--- src/rtl/csi2_pkt_hdr_enc_if.sv ---
// Request, payload and output stream signals of the CSI-2 packet header encoder.
// Inject ports exist only when CSI2_HDR_ERR_INJECT_EN is defined.
interface csi2_pkt_hdr_enc_if;
  logic        req_valid_i;
  logic        req_ready_o;
  logic [5:0]  dt_i;
  logic [1:0]  vc_i;
  logic [15:0] wc_i;
  logic [31:0] pl_data_i;
  logic        pl_valid_i;
  logic        pl_ready_o;
  logic [31:0] data_o;
  logic        valid_o;
  logic        last_o;
  logic        ready_i;
`ifdef CSI2_HDR_ERR_INJECT_EN
  logic        inject_i;
  logic [4:0]  inject_bit_i;
`endif

  modport slave (
    input  req_valid_i, dt_i, vc_i, wc_i, pl_data_i, pl_valid_i, ready_i,
`ifdef CSI2_HDR_ERR_INJECT_EN
    input  inject_i, inject_bit_i,
`endif
    output req_ready_o, pl_ready_o, data_o, valid_o, last_o
  );

  modport master (
    output req_valid_i, dt_i, vc_i, wc_i, pl_data_i, pl_valid_i, ready_i,
`ifdef CSI2_HDR_ERR_INJECT_EN
    output inject_i, inject_bit_i,
`endif
    input  req_ready_o, pl_ready_o, data_o, valid_o, last_o
  );
endinterface

--- src/rtl/csi2_pkt_hdr_enc.sv ---
// CSI-2 TX packet header encoder: header word with 6-bit ECC, then the payload stream.
// Optional header bit-flip injection under CSI2_HDR_ERR_INJECT_EN.
module csi2_pkt_hdr_enc (
  input  logic                 clk_i,
  input  logic                 rst_i,
  csi2_pkt_hdr_enc_if.slave    bus
);
  typedef enum logic {S_IDLE, S_PAYLOAD} state_t;

  state_t      state_q, state_d;
  logic [14:0] rem_q, rem_d;
  logic [1:0]  wc_lo_q, wc_lo_d;
  logic [31:0] data_q, data_d;
  logic        valid_q, valid_d;
  logic        last_q, last_d;

  logic        slot_free, req_acc, pl_acc;
  logic [16:0] wc_sum;
  logic [14:0] words;
  logic [23:0] hdr_lo;
  logic [31:0] hdr;
  logic [31:0] pl_mask;

  function automatic logic [5:0] ecc(input logic [23:0] h);
    ecc[0] = ^(h & 24'hF12CB7);
    ecc[1] = ^(h & 24'hF2555B);
    ecc[2] = ^(h & 24'h749A6D);
    ecc[3] = ^(h & 24'hB8E38E);
    ecc[4] = ^(h & 24'hDF03F0);
    ecc[5] = ^(h & 24'hEFFC00);
  endfunction

  assign slot_free       = !valid_q || bus.ready_i;
  assign bus.req_ready_o = !rst_i && (state_q == S_IDLE) && slot_free;
  assign bus.pl_ready_o  = !rst_i && (state_q == S_PAYLOAD) && slot_free;
  assign req_acc         = bus.req_valid_i && bus.req_ready_o;
  assign pl_acc          = bus.pl_valid_i && bus.pl_ready_o;

  // Short packets (DT 0x00-0x0F) carry no payload regardless of wc.
  assign wc_sum = {1'b0, bus.wc_i} + 17'd3;
  assign words  = (bus.dt_i[5:4] == 2'b00) ? 15'd0 : wc_sum[16:2];
  assign hdr_lo = {bus.wc_i, bus.vc_i, bus.dt_i};

  always_comb begin
    hdr = {2'b00, ecc(hdr_lo), hdr_lo};
`ifdef CSI2_HDR_ERR_INJECT_EN
    if (bus.inject_i && (bus.inject_bit_i < 5'd30))
      hdr = hdr ^ (32'd1 << bus.inject_bit_i);
`endif
  end

  always_comb begin
    case (wc_lo_q)
      2'd1:    pl_mask = 32'h0000_00FF;
      2'd2:    pl_mask = 32'h0000_FFFF;
      2'd3:    pl_mask = 32'h00FF_FFFF;
      default: pl_mask = 32'hFFFF_FFFF;
    endcase
  end

  always_comb begin
    state_d = state_q;
    rem_d   = rem_q;
    wc_lo_d = wc_lo_q;
    data_d  = data_q;
    valid_d = valid_q;
    last_d  = last_q;
    // A draining slot with nothing new behind it goes empty.
    if (slot_free) begin
      valid_d = 1'b0;
      last_d  = 1'b0;
    end
    if (req_acc) begin
      data_d  = hdr;
      valid_d = 1'b1;
      wc_lo_d = bus.wc_i[1:0];
      rem_d   = words;
      if (words == 15'd0) begin
        last_d  = 1'b1;
        state_d = S_IDLE;
      end else begin
        last_d  = 1'b0;
        state_d = S_PAYLOAD;
      end
    end else if (pl_acc) begin
      valid_d = 1'b1;
      rem_d   = rem_q - 15'd1;
      if (rem_q == 15'd1) begin
        data_d  = bus.pl_data_i & pl_mask;
        last_d  = 1'b1;
        state_d = S_IDLE;
      end else begin
        data_d  = bus.pl_data_i;
        last_d  = 1'b0;
      end
    end
  end

  always_ff @(posedge clk_i) begin
    if (rst_i) begin
      state_q <= S_IDLE;
      rem_q   <= '0;
      wc_lo_q <= '0;
      data_q  <= '0;
      valid_q <= 1'b0;
      last_q  <= 1'b0;
    end else begin
      state_q <= state_d;
      rem_q   <= rem_d;
      wc_lo_q <= wc_lo_d;
      data_q  <= data_d;
      valid_q <= valid_d;
      last_q  <= last_d;
    end
  end

  assign bus.data_o  = data_q;
  assign bus.valid_o = valid_q;
  assign bus.last_o  = last_q;
endmodule

--- src/flat_wrapper.sv ---
// flat-port wrapper written by rule: the top's interface ports become plain ports
module csi2_pkt_hdr_enc_flat 
  (clk_i, rst_i, bus_req_valid_i, bus_dt_i, bus_vc_i, bus_wc_i, bus_pl_data_i, bus_pl_valid_i, bus_ready_i, bus_req_ready_o, bus_pl_ready_o, bus_data_o, bus_valid_o, bus_last_o);
  csi2_pkt_hdr_enc_if bus_i ();
  input  logic clk_i;
  input  logic rst_i;
  input wire logic [$bits(bus_i.req_valid_i)-1:0] bus_req_valid_i;
  input wire logic [$bits(bus_i.dt_i)-1:0] bus_dt_i;
  input wire logic [$bits(bus_i.vc_i)-1:0] bus_vc_i;
  input wire logic [$bits(bus_i.wc_i)-1:0] bus_wc_i;
  input wire logic [$bits(bus_i.pl_data_i)-1:0] bus_pl_data_i;
  input wire logic [$bits(bus_i.pl_valid_i)-1:0] bus_pl_valid_i;
  input wire logic [$bits(bus_i.ready_i)-1:0] bus_ready_i;
  output wire logic [$bits(bus_i.req_ready_o)-1:0] bus_req_ready_o;
  output wire logic [$bits(bus_i.pl_ready_o)-1:0] bus_pl_ready_o;
  output wire logic [$bits(bus_i.data_o)-1:0] bus_data_o;
  output wire logic [$bits(bus_i.valid_o)-1:0] bus_valid_o;
  output wire logic [$bits(bus_i.last_o)-1:0] bus_last_o;
  assign bus_i.req_valid_i = bus_req_valid_i;
  assign bus_i.dt_i = bus_dt_i;
  assign bus_i.vc_i = bus_vc_i;
  assign bus_i.wc_i = bus_wc_i;
  assign bus_i.pl_data_i = bus_pl_data_i;
  assign bus_i.pl_valid_i = bus_pl_valid_i;
  assign bus_i.ready_i = bus_ready_i;
  assign bus_req_ready_o = bus_i.req_ready_o;
  assign bus_pl_ready_o = bus_i.pl_ready_o;
  assign bus_data_o = bus_i.data_o;
  assign bus_valid_o = bus_i.valid_o;
  assign bus_last_o = bus_i.last_o;
  csi2_pkt_hdr_enc u_core (.clk_i(clk_i), .rst_i(rst_i), .bus(bus_i));
endmodule
--- config.mk ---
export PLATFORM = sky130hd
export DESIGN_NAME = csi2_pkt_hdr_enc_flat
export DESIGN_NICKNAME = d
export VERILOG_FILES = /design/src/rtl/csi2_pkt_hdr_enc_if.sv /design/src/rtl/csi2_pkt_hdr_enc.sv /design/src/flat_wrapper.sv
export SDC_FILE = /design/constraint.sdc
export NUM_CORES = 1
export LEC_CHECK = 0
export ABC_AREA = 1
export CELL_PAD_IN_SITES_DETAIL_PLACEMENT = 0
export CELL_PAD_IN_SITES_GLOBAL_PLACEMENT = 2
export CORE_AREA = 10 10 154 114
export CTS_BUF_LIST = sky130_fd_sc_hd__clkbuf_16
export CTS_CLUSTER_DIAMETER = 100
export DETAILED_ROUTE_END_ITERATION = 6
export DIE_AREA = 0 0 164 124
export GPL_TIMING_DRIVEN = 1
export PLACE_DENSITY = 0.9
export SYNTH_ARGS = -nofsm -noshare
export SYNTH_HDL_FRONTEND = slang
export SYNTH_SLANG_ARGS = --single-unit
--- constraint.sdc ---
create_clock -name clk_i -period 2.36 [get_ports clk_i]
set_input_delay 0.472 -clock clk_i [delete_from_list [all_inputs] [get_ports clk_i]]
set_output_delay 0.472 -clock clk_i [all_outputs]
set_load 0.03 [all_outputs]
==> reports/metrics.yaml, run 1 <==
detailed_routing:
  route.vias.total: 4187
  drc_errors: 0
  drtIter0Drc: 183
  wirelength_um: 14100
  detail_route.first_pass.iterations: 4
  via_per_inst: 4.64
  ant_nets: 0
  wl_per_cell_um: 15.6
placed_design:
  gp_congestion: 0.923
  io_buffers: 96
  post-dp-hpwl_um: 11600
  post-place-ws_ns: -0.0927
flow_run:
  drv_cap: 0
floorplan:
  initial_utilization_pct: 25.8
  ios: 97
  coreArea_mm2: 0.0144
  die_h_um: 124
  fp-row-count: 37
  die_w_um: 164
  die_area_mm2: 0.0203
sta:
  finalWorstSetupSlack_ns: 0.225
  period_share_pct: 90.5
  finalHoldViolations: 0
  tns_ns: 0
  rsz0062_at_grt: "no"
  setup_viol: 0
  post-route-min-period_ns: 2.14
  max-slew-margin-rel_pct: 74.3
  worstMarginPinSlew_ns: 0.385
  fin_skew_ns: 0.00694
  max_freq_ghz: 0.468
  drv_slew: 0
clock_tree:
  htree_levels: 2
  cts_tree: "built"
  clk_pin_slew_ns: 0.07
  postCtsHoldBufs: 0
  numCtsBuffers: 5
  clock_latency_ns: 0.29
  cts.sinks: 52
  clockBufferDepth: 2
  ctsRootBufferMaster: "clkbuf_16"
synthesis:
  syn_avg_cell_area_um2: 6.51
  syn_nets: 645
  yosys_most_used_dff: "dfxtp_1"
  synth.distinct_cells: 39
  synth_edf_count: 0
  yosysSeqAreaShare_pct: 28.0
  synthCells: 571
  synth-seq-cells: 52
  syn_area_mm2: 0.00372
  yosys_warnings: 0
  async_reset_ff_share_pct: 0
layout:
  layout-drive-gt1-share_pct: 13.3
  fin_util_pct: 37.2
  final_common_cell: "nand2_1"
  nNetsFinal: 781
  syn2layout_area_growth_pct: 44.5
  antenna_cells: 0
  most-common-layout-cells: "nand2_1, clkdlybuf4s50_1, inv_1"
min_path:
  min-delay-start: "u_core.bus.data_o[24]$_SDFFE_PP0P_"
  holdPathEnd: "u_core.bus.data_o[24]$_SDFFE_PP0P_"
  holdPathStages: 2
  worst_hold_path_type: "reg -> reg"
grt:
  grt_max_degree: 28
  grt_pass1_wl_um: 22500
  antenna_found_initial: 0
  grt_pass1_vias: 4370
  grt.overflow.total: 0
  track_usage_pct: 13.9
worst_setup_path:
  crit_type: "in -> reg"
  r2r_start: "u_core.rem_q[7]$_SDFFE_PP0P_"
  worstPathRequired_ns: 2.59
  arrival_ns: 2.36
  r2r_slack_ns: 0.68
  worstSetupStartpointType: "primary input"
  crit_start: "bus_wc_i[0]"
  r2r_end: "u_core.bus.data_o[19]$_SDFFE_PP0P_"
  cp-end-kind: "flop"
  crit_fanout: 2
  reg2reg_depth: 10
power_and_ir_drop:
  peakVddDrop_mv: 0.273
  power.density_mw_per_mm2: 510
  p_leak_uw: 0.00240
outcome:
  status: "finished clean"
-- cells by family after synthesis --
| group | Yosys count | synth area share [%] |
|---|---|---|
| DFF | 52 | 28.0 |
| AOI/OAI and AO/OA | 84 | 13.4 |
| xor gates and xnor gates | 34 | 8.01 |
| adders and majority gates | 13 | 4.37 |
| and+or+nand+nor | 296 | 36.2 |
| buffers and inverters | 92 | 10.0 |
-- worst max-delay path: stages --
cell             delay (ns)
clkdlybuf4s50_1        0.51
inv_1                  0.08
ha_1                   0.36
xnor2_1                0.20
xnor2_1                0.15
xor2_1                 0.25
inv_1                  0.07
nand2_1                0.06
nand3_1                0.07
a21oi_1                0.13
-- synth_stat cells, types with 8 or more instances --
master,n,area [µm²]
o221ai_1,8,70.1
a21oi_1,20,100
nand3_1,53,265
a31oi_1,20,125
dfxtp_1,52,1040
ha_1,13,163
inv_2,9,33.8
o21ai_0,23,115
buf_2,10,50.1
xnor2_1,22,193
nand2_1,144,541
nor2_1,56,210
xor2_1,12,105
inv_1,64,240
-- routing by layer --
| layer | global-route usage (%) | share of wire, % | up-vias |
|---|---|---|---|
| met5 | 0 | 0 | - |
| met4 | 3.56 | 1.5 | 0 |
| met3 | 4.98 | 9.0 | 16 |
| met2 | 21.4 | 41 | 123 |
| met1 | 18.2 | 49 | 1916 |
| li1 | - | - | 2132 |
-- sequential cells by signal, indices dropped and copies added, names as in the netlist --
register and cells:
u_core.bus.data_o 32, u_core.bus.last_o 1, u_core.bus.valid_o 1, u_core.rem_q 15, u_core.state_q 1, u_core.wc_lo_q 2
-- area by class of cell --
cell class	count	area [µm²]
Fill cell	1563	9070
Multi-Input combinational cell	427	2310
Timing Repair Buffer	148	1370
Sequential cell	52	1040
Inverter	73	274
Tap cell	195	244
Clock buffer	5	125
Clock inverter	2	12.5
-- what timing repair did --
action	CTS	global route
setup buffers	0	0
resized for setup	0	1
setup endpoints to repair	0	1
-- how the worst max path moves through the flow --
stage                     slack, ns                                 end  depth (start not counted)
after floorplan                0.58  u_core.bus.data_o[28]$_SDFFE_PP0P_                          9
after global placement        -0.08  u_core.bus.data_o[27]$_SDFFE_PP0P_                         10
after detailed placement      -0.09  u_core.bus.data_o[29]$_SDFFE_PP0P_                          9
after CTS                      0.20  u_core.bus.data_o[27]$_SDFFE_PP0P_                         10
after global routing           0.05      u_core.bus.last_o$_SDFFE_PP0P_                         15
final                          0.22  u_core.bus.data_o[27]$_SDFFE_PP0P_                         10
-- stage by stage --
step | std cells | area (µm²) | power, µW | hold slack (ns)
after floorplan | 571 | 3720 | 1600 | 0.475
after global placement | 895 | 5240 | 2040 | 0.455
after detailed placement | 895 | 5240 | 2050 | 0.462
after CTS | 902 | 5370 | 2780 | 0.475
after global routing | 902 | 5380 | 2930 | 0.505
final | 902 | 5380 | 2740 | 0.469
-- power by group --
group	internal, µW	switching (µW)	total (µW)
Sequential	944	41.6	986
Clock	386	333	719
Combinational	457	582	1040
Total	1790	957	2740
(Power assumes the default switching activity.)
==> run 2: changes to the inputs <==
--- a/config.mk
+++ b/config.mk
@@ -13,2 +13,3 @@
 export CTS_CLUSTER_DIAMETER = 100
+export CTS_CLUSTER_SIZE = 10
 export DETAILED_ROUTE_END_ITERATION = 6
--- a/constraint.sdc
+++ b/constraint.sdc
@@ -3,2 +3,2 @@
 set_output_delay 0.472 -clock clk_i [all_outputs]
-set_load 0.03 [all_outputs]
+set_load 0.005 [all_outputs]
==> run 2 against run 1 <==
Against the previous run:
- first-iteration DRC count rose by 31%
- count of clock-buffer cells in the layout unchanged
- core utilization about the same
- worst hold slack improved by 0.016 ns
- register-to-register slack hardly changed
- sequential power is essentially flat
- sequential share of layout area about the same
- fmax is 7.7% lower
- die area is the same
- power fell by 2.9%
- worst setup slack got worse by 0.18 ns
- largest cell class unchanged
==> reports/metrics.yaml, run 2 (synthesis gave the netlist of run 1 again) <==
detailed_routing:
  route.vias.total: 4120  # -1.6%
  drc_errors: 0  # unchanged
  wl_per_cell_um: 15.5  # -0.90%
  ant_nets: 0  # unchanged
  wirelength_um: 14000  # -0.79%
  drtIter0Drc: 240  # +31%
  detail_route.first_pass.iterations: 5  # +1
  via_per_inst: 4.56  # -1.7%
floorplan:
  coreArea_mm2: 0.0144  # unchanged
  die_area_mm2: 0.0203  # unchanged
  fp-row-count: 37  # unchanged
  ios: 97  # unchanged
  initial_utilization_pct: 25.8  # unchanged
  die_h_um: 124  # unchanged
  die_w_um: 164  # unchanged
sta:
  drv_slew: 0  # unchanged
  period_share_pct: 98.0  # +7.6 points
  tns_ns: 0  # unchanged
  fin_skew_ns: 0.00353  # -0.00341 ns
  worstMarginPinSlew_ns: 0.366  # -0.0187 ns
  rsz0062_at_grt: "no"
  finalWorstSetupSlack_ns: 0.0463  # -0.178 ns
  max_freq_ghz: 0.432  # -7.7%
  setup_viol: 0  # unchanged
  post-route-min-period_ns: 2.31  # +0.178 ns
  finalHoldViolations: 0  # unchanged
  max-slew-margin-rel_pct: 75.4  # +1.1 points
worst_setup_path:
  worstSetupStartpointType: "primary input"
  reg2reg_depth: 10  # unchanged
  r2r_start: "u_core.rem_q[2]$_SDFFE_PP0P_"
  crit_start: "rst_i"
  arrival_ns: 1.84  # -0.52 ns
  cp-end-kind: "primary output"
  crit_type: "in -> out"
  crit_fanout: 4  # +2
  worstPathRequired_ns: 1.89  # -0.70 ns
min_path:
  holdPathStages: 2  # unchanged
  min-delay-start: "u_core.bus.data_o[7]$_SDFFE_PP0P_"
  worst_hold_path_type: "reg -> reg"
layout:
  most-common-layout-cells: "nand2_1, clkdlybuf4s50_1, inv_1"
  layout-drive-gt1-share_pct: 12.9  # -0.44 points
  largest_reg_flops: 32  # unchanged
  final_common_cell: "nand2_1"
  syn2layout_area_growth_pct: 44.4  # about the same
  antenna_cells: 0  # unchanged
  nNetsFinal: 781  # unchanged
clock_tree:
  cts_tree: "built"
  clock_latency_ns: 0.29  # about the same
  cts_resized: 0  # unchanged
  postCtsHoldBufs: 0  # unchanged
  cts.sinks: 52  # unchanged
  numCtsBuffers: 5  # unchanged
  htree_levels: 2  # unchanged
  ctsRootBufferMaster: "clkbuf_16"
  clockBufferDepth: 2  # unchanged
  cts_setup_buffers: 0  # unchanged
  clk_pin_slew_ns: 0.07  # about the same
flow_run:
  drv_cap: 0  # unchanged
grt:
  track_usage_pct: 13.8  # -0.18 points
  grt_max_degree: 27  # -3.6%
  grt_pass1_vias: 4174  # -4.5%
  grt.overflow.total: 0  # unchanged
  grt_pass1_wl_um: 22400  # -0.49%
  antenna_found_initial: 0  # unchanged
outcome:
  status: "finished clean"
placed_design:
  post-place-ws_ns: -0.129  # -0.0367 ns
  gp_congestion: 0.926  # +0.33%
  io_buffers: 96  # unchanged
  post-dp-hpwl_um: 11600  # -0.80%
power_and_ir_drop:
  peakVddDrop_mv: 0.316  # +16%
  p_leak_uw: 0.00240  # -0.22%
  power.density_mw_per_mm2: 496  # -2.8%
[run 2: changes by cell type in the layout (fill, tap and decap cells not counted)]
cell and delta:
buf_12 -1, buf_4 -1, clkdlybuf4s50_1 +2, clkinv_1 +1, clkinv_2 -1, inv_1 +1
[run 2: path summary, 6_finish.rpt]
path / slack, ns / endpoint
worst max register to register: 0.67 / u_core.bus.data_o[17]$_SDFFE_PP0P_
worst max-delay path: 0.05 / bus_pl_ready_o
worst min-delay path: 0.49 / u_core.bus.data_o[7]$_SDFFE_PP0P_
worst min register to register: 0.49 / u_core.bus.data_o[7]$_SDFFE_PP0P_
[run 2: through the flow]
step	cells	cell area (µm²)	total power, µW	hold slack [ns]	utilization (%)
after floorplan	571	3720	1520	0.461	-
after global placement	895	5230	1950	0.455	36.2
after detailed placement	895	5230	1960	0.474	36.2
after CTS	903	5370	2690	0.488	37.2
after global routing	903	5370	2850	0.508	37.2
final	903	5370	2670	0.485	37.2
[run 2: cell type report]
cell class | count | area [µm²]
Timing Repair Buffer | 148 | 1360
Clock buffer | 5 | 125
Fill cell | 1551 | 9070
Sequential cell | 52 | 1040
Tap cell | 195 | 244
Multi-Input combinational cell | 427 | 2310
Clock inverter | 3 | 15.0
Inverter | 73 | 274
[run 2: critical path, cell delays in order]
cell and delay (ns):
clkdlybuf4s50_1 0.53, inv_2 0.11, nand2_2 0.06, nor2_4 0.14, clkdlybuf4s50_1 0.53
[run 2: per-layer routing]
layer	up-vias	share of wire, %	global-route usage (%)	routed length [µm]
li1	2124	-	-	-
met1	1881	50	19.0	7050
met2	109	41	20.6	5680
met3	6	8.7	4.98	1220
met4	0	0.34	1.50	48
met5	-	0	0	0
[run 2: where the power goes]
| part | internal (µW) | leakage, µW | switching [µW] |
|---|---|---|---|
| clock network | 387 | 0.0000687 | 336 |
| registers | 944 | 0.000426 | 42.1 |
| logic | 454 | 0.00190 | 503 |
| total | 1790 | 0.00240 | 881 |
==> run 3: changes to the inputs <==
- SLEW_MARGIN: not set -> 10
==> results of run 3 <==
The final DEF is identical to that of run 2; final timing and power are the same.
